### src/rtl/bisr_repair_cam.sv
// Built-in self-repair remap CAM: maps BIST-failed words onto spare flops.
// Optional define BISR_DUP_FILTER_EN drops fail reports already in the table.
module bisr_repair_cam #(
    parameter  int ADDR_W  = 16,
    parameter  int DATA_W  = 8,
    parameter  int N_SPARE = 4,
    localparam int CNT_W   = $clog2(N_SPARE + 1),
    localparam int IDX_W   = (N_SPARE > 1) ? $clog2(N_SPARE) : 1
) (
    input  logic              CLK,
    input  logic              RSTN,
    input  logic              FAIL_VLD,
    input  logic [ADDR_W-1:0] FAIL_ADDR,
    input  logic              BIST_DONE,
    input  logic              REPAIR_CLR,
    input  logic              ACC_EN,
    input  logic              ACC_WE,
    input  logic [ADDR_W-1:0] ACC_ADDR,
    input  logic [DATA_W-1:0] ACC_WDATA,
    input  logic [DATA_W-1:0] MEM_RDATA,
    output logic              MEM_EN,
    output logic [DATA_W-1:0] ACC_RDATA,
    output logic              ACC_HIT_Q,
    output logic [CNT_W-1:0]  REPAIR_CNT,
    output logic              REPAIR_OVF,
    output logic              REPAIR_OK
);

    typedef enum logic {
        S_COLLECT,
        S_LOCKED
    } state_t;

    state_t state_q;
    state_t state_d;

    logic [N_SPARE-1:0] valid_q;
    logic [ADDR_W-1:0]  tag_q  [N_SPARE];
    logic [DATA_W-1:0]  data_q [N_SPARE];
    logic [CNT_W-1:0]   cnt_q;
    logic               ovf_q;
    logic               hit_q;
    logic [DATA_W-1:0]  spare_q;

    logic               hit_any;
    logic [IDX_W-1:0]   hit_idx;
    logic               free_any;
    logic [IDX_W-1:0]   free_idx;
    logic               full;
    logic               fail_dup;
    logic               fail_take;
    logic               alloc;
    logic               ovf_set;
    logic               wr_hit;

    // Access lookup: lowest-index valid entry whose tag equals the address
    always_comb begin
        hit_any = 1'b0;
        hit_idx = '0;
        for (int i = N_SPARE - 1; i >= 0; i--) begin
            if (ACC_EN && valid_q[i] && (tag_q[i] == ACC_ADDR)) begin
                hit_any = 1'b1;
                hit_idx = IDX_W'(i);
            end
        end
    end

    // Allocation target: lowest invalid entry
    always_comb begin
        free_any = 1'b0;
        free_idx = '0;
        for (int i = N_SPARE - 1; i >= 0; i--) begin
            if (!valid_q[i]) begin
                free_any = 1'b1;
                free_idx = IDX_W'(i);
            end
        end
    end

`ifdef BISR_DUP_FILTER_EN
    // Duplicate detect: fail address already owns a valid entry
    always_comb begin
        fail_dup = 1'b0;
        for (int i = 0; i < N_SPARE; i++) begin
            if (valid_q[i] && (tag_q[i] == FAIL_ADDR)) begin
                fail_dup = 1'b1;
            end
        end
    end
`else
    assign fail_dup = 1'b0;
`endif

    assign full      = (cnt_q == CNT_W'(N_SPARE)) || !free_any;
    assign fail_take = FAIL_VLD && (state_q == S_COLLECT)
                       && !REPAIR_CLR && !fail_dup;
    assign alloc     = fail_take && !full;
    assign ovf_set   = fail_take && full;
    assign wr_hit    = hit_any && ACC_WE;

    assign MEM_EN     = ACC_EN && !hit_any;
    assign ACC_RDATA  = hit_q ? spare_q : MEM_RDATA;
    assign ACC_HIT_Q  = hit_q;
    assign REPAIR_CNT = cnt_q;
    assign REPAIR_OVF = ovf_q;
    assign REPAIR_OK  = (state_q == S_LOCKED) && !ovf_q;

    // Next state: clear wins over BIST completion
    always_comb begin
        state_d = state_q;
        if (REPAIR_CLR) begin
            state_d = S_COLLECT;
        end else if ((state_q == S_COLLECT) && BIST_DONE) begin
            state_d = S_LOCKED;
        end
    end

    // State register
    always_ff @(posedge CLK or negedge RSTN) begin
        if (!RSTN) begin
            state_q <= S_COLLECT;
        end else begin
            state_q <= state_d;
        end
    end

    // Repair table: allocation, clear and write-hit data update
    always_ff @(posedge CLK or negedge RSTN) begin
        if (!RSTN) begin
            valid_q <= '0;
            for (int i = 0; i < N_SPARE; i++) begin
                tag_q[i]  <= '0;
                data_q[i] <= '0;
            end
        end else if (REPAIR_CLR) begin
            valid_q <= '0;
        end else begin
            if (alloc) begin
                valid_q[free_idx] <= 1'b1;
                tag_q[free_idx]   <= FAIL_ADDR;
                data_q[free_idx]  <= '0;
            end
            if (wr_hit) begin
                data_q[hit_idx] <= ACC_WDATA;
            end
        end
    end

    // Allocation count and sticky overflow flag
    always_ff @(posedge CLK or negedge RSTN) begin
        if (!RSTN) begin
            cnt_q <= '0;
            ovf_q <= 1'b0;
        end else if (REPAIR_CLR) begin
            cnt_q <= '0;
            ovf_q <= 1'b0;
        end else begin
            if (alloc) begin
                cnt_q <= cnt_q + CNT_W'(1);
            end
            if (ovf_set) begin
                ovf_q <= 1'b1;
            end
        end
    end

    // Read return stage aligned with the macro's one-cycle latency
    always_ff @(posedge CLK or negedge RSTN) begin
        if (!RSTN) begin
            hit_q   <= 1'b0;
            spare_q <= '0;
        end else begin
            hit_q <= hit_any;
            if (hit_any) begin
                spare_q <= data_q[hit_idx];
            end
        end
    end

endmodule

### config.mk
export PLATFORM = sky130hd
export DESIGN_NAME = bisr_repair_cam
export DESIGN_NICKNAME = d
export VERILOG_FILES = /design/src/rtl/bisr_repair_cam.sv
export SDC_FILE = /design/constraint.sdc
export NUM_CORES = 1
export LEC_CHECK = 0
export CAP_MARGIN = 5
export CORE_MARGIN = 2
export CORE_UTILIZATION = 35
export DETAILED_ROUTE_END_ITERATION = 7
export SLEW_MARGIN = 20
export SYNTH_ARGS = -nofsm -noshare
export SYNTH_HDL_FRONTEND = slang
export SYNTH_SLANG_ARGS = --single-unit
### constraint.sdc
create_clock -name CLK -period 9.7 [get_ports CLK]
set_input_delay 2.91 -clock CLK [delete_from_list [all_inputs] [get_ports CLK]]
set_output_delay 2.91 -clock CLK [all_outputs]
set_load 0.03 [all_outputs]
==> impl_metrics.ini <==
[clock_network]
cts.sinks = 114
htreeDepth = 4
cts_root_buf = clkbuf_16
cts_setup_buffers = 0
cts_tree = yes
cts-buffers-inserted = 17
path_clk_slew_ns = 0.05
clk_path_buf_depth = 2
cts_resized = 0
ctsHoldBuffers = 0
clkLatencyLatePin_ns = 0.42

[final_layout]
synthToLayoutAreaGrowth_pct = 27.3
nFillCells = 1467
n_antenna_cell = 0
fin_area_mm2 = 0.00732
final_cell_mix = dfrtp_1, mux2_2, clkdlybuf4s50_1
final_common_cell = dfrtp_1
postLayoutCoreUtil_pct = 45.9
drive_gt1_share_pct = 20.0
layout.nets = 629
finalNonFillerCells = 801

[floorplanning]
die_h_um = 132
num_rows = 46
die_area_mm2 = 0.0175
core_area_mm2 = 0.0159
die_w_um = 132
pin_count = 70
floorplan.initialDensity_pct = 36.0

[critical_path]
cp-end-kind = primary output
crit_required_ns = 6.79
worst-path-buf-inv = 2
arrival_ns = 5.78
path_class = primary input to primary output
cp_cell_sequence = clkdlybuf4s50_1, xor2_1, or4_1, nor3_2, and4b_2, nor2_1, and3_1, clkdlybuf4s50_1
path_delay_family = simple AND/OR/NAND/NOR gates
cp-start-kind = primary input
r2r_cells = 7
crit_top_cell = clkdlybuf4s50_1
max_stage_delay_ns = 0.60
cp_slowest_cell = clkdlybuf4s50_1
cp.depth = 8
cp_max_fo = 5

[run_status]
status = finished, final reports clean

[place]
dp_hpwl_um = 11300
place_area_mm2 = 0.00668
numPortBuffers = 69
dp_cells = 768
place_congestion = 1.01

[timing]
finalCriticalPeriod_ns = 8.69
timing.fmax_ghz = 0.115
finClkSkew_ns = 0.00970
tns_ns = 0
timing.final.crit_share_pct = 89.6
tightest_slew_ns = 1.10
relSlewSlack_pct = 25.8
setup_viol = 0
rsz0062_at_grt = false
drv_slew = 0
hold_viol = 0

[power]
p_int_mw = 1.06
swShare_pct = 25.6
p_total_mw = 1.43
power.leakage_nw = 3.22
clock_power_share_pct = 44.9
p_comb_share_pct = 15.2
p_per_area_mw_per_mm2 = 195
p_seq_share_pct = 39.8
ir_worst_vdd_mv = 0.129
switchingPower_uw = 367

[drt]
drt_iter0_drc = 322
drc = 0
wl_per_cell_um = 19.0
routed_wl_um = 15200
via_per_inst = 5.25
first_pass_iters = 5
antenna_left = 0
num_vias = 4204

[yosys]
yosys_register_bits = 114
yosys_warnings = 0
synth_cell_type_count = 49
synth-main-ff-cell = dfrtp_1
syn_area_mm2 = 0.00575
synth_edf_count = 0
postSynthAreaPerCell_um2 = 11.7
synthCells = 493
syn_nets = 550
async_flop_share_pct = 100
yosysSeqAreaShare_pct = 49.6

[global_route]
grt_max_degree = 62
grt_pass1_vias = 4339
antenna_found_initial = 0
grt_pass1_wl_um = 24600
grt_overflow_total = 0
gr-usage-all-layers_pct = 18.2

[run]
cap_violations = 0

[min_path]
hold_path.class = register to register
min_path_cells = 1
final timing paths:
| path | start | end | slack (ns) |
|---|---|---|---|
| min in group asynchronous | RSTN | tag_q[56] | 2.53 |
| setup / recovery | ACC_ADDR[7] | MEM_EN | 1.01 |
| setup reg to reg | tag_q[12] | data_q[0] | 6.81 |
| hold / removal | spare_q[5] | spare_q[5] | 0.48 |
| hold reg to reg | spare_q[5] | spare_q[5] | 0.48 |
| max in group asynchronous | RSTN | tag_q[34] | 5.91 |
registers in the layout (all words and copies together), names as in the netlist:
| signal | flops |
|---|---|
| tag_q | 64 |
| spare_q | 8 |
| REPAIR_OVF | 1 |
| valid_q | 4 |
| ACC_HIT_Q | 1 |
| REPAIR_CNT | 3 |
| data_q | 32 |
| state_q | 1 |
worst reg2reg max path, stage by stage, from the launching register on:
cell,delay [ns]
dfrtp_1,0.39
xor2_1,0.19
nor4_1,0.36
nand4b_1,0.23
a2111oi_4,0.63
or3b_1,0.43
a21o_1,0.27
a22o_1,0.27
power groups by stage:
stage / registers, mW / clock network [mW] / logic, mW
after global placement: 0.574 / 0 / 0.217
after global routing: 0.577 / 0.676 / 0.237
after detailed placement: 0.577 / 0 / 0.218
after floorplan: 0.568 / 0 / 0.125
final: 0.570 / 0.643 / 0.218
after CTS: 0.570 / 0.653 / 0.219
cell usage after synthesis, drive strengths merged, types with 9 or more instances:
library cell  count  area (um^2)
nand3b           10         75.1
o2bb2ai           9         78.8
inv              38          143
nor4             18          113
nand2            15         56.3
dfrtp           114         2850
xor2             57          499
mux2             72          811
o21ai             9         45.0
xnor2            10         87.6
nor2             19         71.3
a22o             14          123
final cells by class:
type                    count  area, um^2  area share [%]
inverters                  38         143            1.95
flip-flops and latches    114        2850            39.0
well taps                 216         270            3.69
multi-input cells         327        2700            36.9
repair buffers             74         733            10.0
clock inverters             8         125            1.71
clock buffers              24         492            6.72
through the flow:
step | setup WS (ns) | hold WS (ns)
final | 1.01 | 0.483
after floorplan | 2.18 | 0.459
after detailed placement | 1.05 | 0.474
after CTS | 1.05 | 0.488
after global routing | 0.888 | 0.511
after global placement | 1.08 | 0.474
cell families (layout without fill, tap and decap cells):
kind of cell | count (synthesis) | count (layout) | share of synthesized area [%]
AO/OA/AOI/OAI | 73 | 73 | 10.4
adder cells (fa/ha/maj) | 2 | 2 | 0.435
flip-flops | 114 | 114 | 49.6
buffers and inverters | 52 | 144 | 3.51
multiplexers | 72 | 72 | 14.1
XOR/XNOR | 67 | 67 | 10.2
AND/OR/NAND/NOR | 113 | 113 | 11.7
routing by layer:
metal | part of all wire [%] | up-vias | track usage [%] | wire length, um
li1 | - | 1944 | - | -
met1 | 47 | 2105 | 24.8 | 7200
met2 | 46 | 133 | 28.4 | 7030
met3 | 4.4 | 22 | 4.11 | 675
met4 | 2.2 | 0 | 6.88 | 331
met5 | 0 | - | 0 | 0
No activity file was read; power rests on OpenSTA's default activity.
